[src/rtl/array_5_ctrl.sv]
// Access controller for a 2048x12 1R1W table: zeroing sweep, round-robin A/B write arbitration, and a single read port (ARRAY5_CTRL_RW_BYPASS_EN selects collision handling).
// Latency: a read response arrives 1 cycle after acceptance.
// Backpressure: all readies are low during the sweep and in a flush cycle; collisions are bypassed or stall the read.
module array_5_ctrl #(
  parameter int                ADDR_W   = 11,
  parameter int                DATA_W   = 12,
  parameter logic [DATA_W-1:0] INIT_VAL = '0
) (
  input  logic              clock,
  input  logic              reset_n,
  input  logic              flush_i,
  output logic              init_done,
  input  logic              rd_valid,
  output logic              rd_ready,
  input  logic [ADDR_W-1:0] rd_addr,
  output logic              rsp_valid,
  output logic [DATA_W-1:0] rsp_data,
  input  logic              wa_valid,
  output logic              wa_ready,
  input  logic [ADDR_W-1:0] wa_addr,
  input  logic [DATA_W-1:0] wa_data,
  input  logic              wb_valid,
  output logic              wb_ready,
  input  logic [ADDR_W-1:0] wb_addr,
  input  logic [DATA_W-1:0] wb_data,
  output logic              sram_r_en,
  output logic [ADDR_W-1:0] sram_r_addr,
  input  logic [DATA_W-1:0] sram_r_data,
  output logic              sram_w_en,
  output logic [ADDR_W-1:0] sram_w_addr,
  output logic [DATA_W-1:0] sram_w_data
);

  localparam logic [ADDR_W-1:0] LAST_ADDR = '1;

  typedef enum logic {ST_SWEEP, ST_RUN} state_t;

  state_t              state_q, state_d;
  logic [ADDR_W-1:0]   sweep_cnt_q, sweep_cnt_d;
  logic                init_done_q, init_done_d;
  logic                rr_ptr_q, rr_ptr_d;
  logic                rsp_valid_q, rsp_valid_d;
  logic [DATA_W-1:0]   rsp_hold_q, rsp_hold_d;

  logic                accept_ok;
  logic                gnt_a, gnt_b, w_gnt;
  logic [ADDR_W-1:0]   win_addr;
  logic [DATA_W-1:0]   win_data;
  logic                same_addr;
  logic                rd_fire;
  logic [DATA_W-1:0]   rsp_now;

`ifdef ARRAY5_CTRL_RW_BYPASS_EN
  logic                byp_vld_q, byp_vld_d;
  logic [DATA_W-1:0]   byp_data_q, byp_data_d;
`endif

  always_comb begin
    state_d     = state_q;
    sweep_cnt_d = sweep_cnt_q;
    init_done_d = init_done_q;
    rr_ptr_d    = rr_ptr_q;
    sram_w_en   = 1'b0;
    sram_w_addr = '0;
    sram_w_data = '0;

    // rr_ptr_q names the preferred requester when both are valid: 0 = A, 1 = B.
    accept_ok = (state_q == ST_RUN) & ~flush_i;
    gnt_a     = accept_ok & wa_valid & (~wb_valid | ~rr_ptr_q);
    gnt_b     = accept_ok & wb_valid & (~wa_valid |  rr_ptr_q);
    w_gnt     = gnt_a | gnt_b;
    win_addr  = gnt_b ? wb_addr : wa_addr;
    win_data  = gnt_b ? wb_data : wa_data;
    same_addr = w_gnt & (rd_addr == win_addr);

`ifdef ARRAY5_CTRL_RW_BYPASS_EN
    rd_ready = init_done_q & ~flush_i;
`else
    rd_ready = init_done_q & ~flush_i & ~(rd_valid & same_addr);
`endif
    rd_fire     = rd_valid & rd_ready;
    sram_r_en   = rd_fire;
    sram_r_addr = rd_addr;
    wa_ready    = gnt_a;
    wb_ready    = gnt_b;

    if (gnt_a) rr_ptr_d = 1'b1;
    if (gnt_b) rr_ptr_d = 1'b0;

    case (state_q)
      ST_SWEEP: begin
        sram_w_en   = 1'b1;
        sram_w_addr = sweep_cnt_q;
        sram_w_data = INIT_VAL;
        if (flush_i) begin
          sweep_cnt_d = '0;
        end else if (sweep_cnt_q == LAST_ADDR) begin
          sweep_cnt_d = '0;
          state_d     = ST_RUN;
          init_done_d = 1'b1;
        end else begin
          sweep_cnt_d = sweep_cnt_q + 1'b1;
        end
      end
      default: begin
        sram_w_en   = w_gnt;
        sram_w_addr = win_addr;
        sram_w_data = win_data;
        if (flush_i) begin
          state_d     = ST_SWEEP;
          sweep_cnt_d = '0;
          init_done_d = 1'b0;
        end
      end
    endcase

    // A flush does not cancel a response already owed for last cycle's read.
    rsp_valid_d = rd_fire;
`ifdef ARRAY5_CTRL_RW_BYPASS_EN
    byp_vld_d  = rd_fire & same_addr;
    byp_data_d = (rd_fire & same_addr) ? win_data : byp_data_q;
    rsp_now    = byp_vld_q ? byp_data_q : sram_r_data;
`else
    rsp_now    = sram_r_data;
`endif
    rsp_hold_d = rsp_valid_q ? rsp_now : rsp_hold_q;
    rsp_data   = rsp_valid_q ? rsp_now : rsp_hold_q;
    rsp_valid  = rsp_valid_q;
    init_done  = init_done_q;
  end

  always_ff @(posedge clock or negedge reset_n) begin
    if (!reset_n) begin
      state_q     <= ST_SWEEP;
      sweep_cnt_q <= '0;
      init_done_q <= 1'b0;
      rr_ptr_q    <= 1'b0;
      rsp_valid_q <= 1'b0;
      rsp_hold_q  <= '0;
    end else begin
      state_q     <= state_d;
      sweep_cnt_q <= sweep_cnt_d;
      init_done_q <= init_done_d;
      rr_ptr_q    <= rr_ptr_d;
      rsp_valid_q <= rsp_valid_d;
      rsp_hold_q  <= rsp_hold_d;
    end
  end

`ifdef ARRAY5_CTRL_RW_BYPASS_EN
  always_ff @(posedge clock or negedge reset_n) begin
    if (!reset_n) begin
      byp_vld_q  <= 1'b0;
      byp_data_q <= '0;
    end else begin
      byp_vld_q  <= byp_vld_d;
      byp_data_q <= byp_data_d;
    end
  end
`endif

endmodule

[config.mk]
export PLATFORM = sky130hd
export DESIGN_NAME = array_5_ctrl
export DESIGN_NICKNAME = d
export VERILOG_FILES = /design/src/rtl/array_5_ctrl.sv
export SDC_FILE = /design/constraint.sdc
export NUM_CORES = 1
export LEC_CHECK = 0
export CAP_MARGIN = 25
export CORE_AREA = 2 2 77 79
export DETAILED_ROUTE_END_ITERATION = 8
export DIE_AREA = 0 0 79 81
export PLACE_DENSITY = 0.79
export SLEW_MARGIN = 0
export SYNTH_ARGS = -nofsm -noshare
export SYNTH_HDL_FRONTEND = slang
export SYNTH_SLANG_ARGS = --single-unit
[constraint.sdc]
create_clock -name clock -period 2.6 [get_ports clock]
set_clock_uncertainty 0.15 [all_clocks]
set_input_delay 0.65 -clock clock [delete_from_list [all_inputs] [get_ports clock]]
set_output_delay 0.65 -clock clock [all_outputs]
set_load 0.02 [all_outputs]
After elaboration in Yosys (flattened, before gate mapping):

Cells that the tools add are included.

* reductions and logical operators: 3
* add/subtract/negate cells: 1
* muxes and demuxes: 20
* equality and inequality tests: 4
* bitwise gates (word level): 18

Operator list (number)
* $mux 11: 6
* $mux 12: 3
* $add 11x1->11 const B: 1
* $eq 11x11->1: 1
* $eq 11x11->1 const B: 1
* $mux 1: 11
* $and 1x1->1: 10
* $not 1->1: 5
* $reduce_bool 2->1: 2
* $or 1x1->1: 3
* $reduce_and 3->1: 1
* $ne 2x1->1 const B: 1
* $ne 2x2->1 const B: 1

* bits of input ports: 75
* flip-flop bits (word level): 27
* logic and storage cells: 52
* output and inout bits: 53

Depth between registers and ports, before layout:

* depth after elaboration: 11
* gate-level depth with buffers: 10
* mapped depth without buffers: 6

Worst setup path after synthesis:

No wires, ideal clock.

* path type: input to output
* from: input port flush_i
* to: output port sram_r_en
* arrival time: 2.041 ns
* required time: 1.800 ns
* buffers on the path: 3
* slack: -0.241 ns
* stages on the path: 8
* path through: nor2b_4 -> buf_6 -> and3_4 -> buf_6 -> buf_4 -> mux2i_1 -> a22oi_1 -> a31oi_1

* cells in the longest elaborated chain, start to end: 11
* elaborated cells on any way between the ends: 15
* classes of those cells: 1 x eq/ne; 1 x mux; 13 x bitwise

RTL lines
* start, declared: RTL line 11 `input logic flush_i,`
* $not 1->1 (*): RTL line 68, 79
* $and 1x1->1: RTL line 68 `accept_ok = (state_q == ST_RUN) & ~flush_i;`
* $and 1x1->1 (2 in series): RTL line 70 `gnt_b = accept_ok & wb_valid & (~wa_valid | rr_ptr_q);`
* $mux 11: RTL line 72 `win_addr = gnt_b ? wb_addr : wa_addr;`
* $eq 11x11->1: RTL line 74 `same_addr = w_gnt & (rd_addr == win_addr);`
* $and 1x1->1: RTL line 74
* $and 1x1->1: RTL line 79 `rd_ready = init_done_q & ~flush_i & ~(rd_valid & same_addr);`
* $not 1->1: RTL line 79
* $and 1x1->1 (*): RTL line 79
* $and 1x1->1 (*): RTL line 81 `rd_fire = rd_valid & rd_ready;`
* end, declared: RTL line 26 `output logic sram_r_en,`

Every way passes the cells marked *; elsewhere a longest branch is shown, timed or not.

Final worst setup path:

Ends and elaborated chain as after synthesis.

==> reports/metrics.csv <==
metric,value,unit
H-tree Lvls,1,
tightest slew margin relative to the limit,58.5,%
status,"complete, but fails checks",
worst skew pair latency,270,ps
"Distinct cells, synth",37,
Ports,128,
crit start category,primary input,
synth top area cells,"dfrtp_1, mux2_2, nand2_1, mux2i_1, nor2_1",
min-delay src,rsp_hold_q[11],
post-route cell area,3740,um^2
multi-input combinational cell area,1270,um^2
RSZ-0062 raised after global routing,true,
Fmax,353,MHz
register area share after synthesis,34.2,%
Final Max Slew Viols,0,
hold worst-path end,rsp_hold_q[11],
Worst setup EP type,output port,
antenna violations before repair,0,
R2R Setup Slk,460,ps
CTS Buf Count,3,
Die Y,81,um
DP Area,3540,um^2
PnR worst setup slack,-232,ps
most common cell in the netlist,nand2_1,
layout cell share with drive strength beyond 1,33.8,%
port bufs,127,
routed wire length,6.85,mm
Post-Syn Nets,315,
fraction of registers with async set/reset,100,%
DP HPWL,5.30,mm
GPL Wtd Cong,0.859,
cts hold-fix bufs,0,
Post-Synthesis Cells,239,
vias in the first global route,2367,
"flops & latches, synth",27,
Final period util,109,%
"Data required, critical path",1800,ps
Post-Place Setup Slack,-996,ps
number of synthesized flops with an enable pin,0,
DR vias/cell,4.95,
layout net count,474,
Seq. cell area,677,um^2
Remaining DRCs,0,
GRT Util Overall,20.7,%
Lkg Pwr,0.00176,uW
WHS,350,ps
via count,2337,
R2R cell count,6,
Clock transition at path regs,90,ps
Syn Area/Cell,8.27,um^2
Synth warnings,0,
Hold Crit Depth,1,
clock sink total,27,
drt pass-1 iters,4,
post-route ant nets,0,
Final setup viols,23,
Initial Util,34.8,%
synthesized cell area,1980,um^2
pwr dens,257,nW/um^2
Iter 0 DRT Violations,101,
R2R Path End,sweep_cnt_q[2],
Critical Path Fanout Max,6,
n_diodes,0,
placed insts,456,
first-pass GRT wire length,10.7,mm
row count,28,
worst r2r src,sweep_cnt_q[0],
failing checks,setup timing,
prevailing post-synth register cell,dfrtp_1,
routed length per instance,14.5,um
endpoints failing hold,0,
TritonCTS clock tree,done,
cell taking the most area after synthesis,dfrtp_1,
Die Wd,79,um
minimum clock period,2830,ps
core area,5680,um^2
synth cell count leaders,"nand2_1, nor2_1, dfrtp_1",
Critical Path AT,2030,ps
total gr overflow,0,
area delta synth->final,89.1,%
clock buffer depth,2,
Slew @ Worst Pin,617,ps
maxcap violations,0,
Fillers,457,
post-layout instance count excluding filler cells,472,
top-area cell type share of the netlist area,34.2,%
Root Buffer,clkbuf_8,
full die area,6400,um^2
Min-Delay Path Class,flop to flop,
"IR drop worst, VDD",192,uV
pin count of the biggest net entering global routing,45,
crit path kind,primary input to output port,
per-stage QoR:
step	power, uW	TNS [ps]	util, %
2_1_floorplan	526	-217	-
3_3_place_gp	724	-24300	62.4
3_5_place_dp	729	-24880	62.4
4_1_cts	967	-2160	65.9
5_1_grt	1010	-3810	65.9
6_report	962	-2000	65.9
critical path, stage by stage:
cell and delay [ps]:
buf_8 100, nor2b_4 100, and3_4 260, buf_12 120, mux2i_4 230, a22oi_2 130, buf_4 150, a31oi_4 150
buf_6 140
final cells by class:
cell class,instances,area share (%)
well taps,75,2.51
repair buffers,179,43.2
flip-flops and latches,27,18.1
inverters,10,1.00
clock inverters,1,0.201
clock buffers,3,1.10
multi-input cells,177,33.9
routing by layer:
| layer | vias to the layer above | global-route usage [%] | wire length, um |
|---|---|---|---|
| met3 | 4 | 5.00 | 467 |
| met2 | 103 | 38.2 | 3590 |
| met1 | 1092 | 24.9 | 2750 |
| li1 | 1138 | - | - |
| met5 | - | 0 | 0 |
| met4 | 0 | 3.28 | 44 |
kinds of logic after synthesis:
family | count (synthesis) | share of synthesized area [%]
fa+ha+maj | 1 | 0.633
buf+inv | 35 | 10.3
xor+xnor | 15 | 6.65
compound gates | 54 | 16.5
flops | 27 | 34.2
mux | 23 | 12.4
simple gates | 84 | 19.4
state kept, by name (all words and copies together), names as in the netlist:
register	flops
init_done	1
rr_ptr_q	1
rsp_hold_q	12
rsp_valid	1
state_q	1
sweep_cnt_q	11
worst max path at each step:
| stage | cells past startpoint | endpoint | from | slack [ps] |
|---|---|---|---|---|
| after floorplan | 8 | sram_r_en | flush_i | -60 |
| after global placement | 7 | sram_r_en | flush_i | -960 |
| after detailed placement | 7 | sram_r_en | flush_i | -1000 |
| after CTS | 9 | sram_r_en | flush_i | -210 |
| after global routing | 9 | sram_r_en | flush_i | -270 |
| final | 9 | sram_r_en | flush_i | -230 |
power by group:
group	internal, uW	switching [uW]
Clock	109	133
Combinational	170	119
Sequential	425	6.02
cell usage in the layout (no fill, tap or decap), types with 3 or more instances in the layout:
| cell | netlist | final |
|---|---|---|
| xnor2_1 | 5 | 4 |
| buf_8 | 0 | 3 |
| nand3_1 | 4 | 4 |
| mux2i_4 | 0 | 6 |
| clkbuf_8 | 0 | 3 |
| buf_2 | 2 | 9 |
| nand2_1 | 33 | 33 |
| a21oi_1 | 17 | 11 |
| dlygate4sd2_1 | 0 | 25 |
| mux2i_1 | 11 | 5 |
| clkbuf_2 | 1 | 7 |
| inv_1 | 10 | 9 |
| dfrtp_1 | 27 | 26 |
| buf_4 | 12 | 57 |
| nand4_1 | 6 | 6 |
| o21ai_1 | 0 | 12 |
| a21oi_2 | 0 | 6 |
| a31oi_1 | 5 | 3 |
| clkdlybuf4s15_1 | 0 | 4 |
| buf_12 | 0 | 4 |
| buf_6 | 3 | 10 |
| a222oi_1 | 4 | 4 |
| nor3_1 | 5 | 4 |
| clkdlybuf4s50_1 | 0 | 55 |
| xor2_1 | 10 | 9 |
| mux2_2 | 12 | 12 |
| nor2_1 | 28 | 27 |
| dlymetal6s2s_1 | 0 | 3 |
| o21ai_0 | 18 | 6 |
what timing repair did:
item	CTS	global route
buffers inserted	12	2
pin swaps	17	14
endpoints found under the setup margin	50	27
gates resized for setup	224	26
Note: power is estimated with default switching activity, not from simulation.
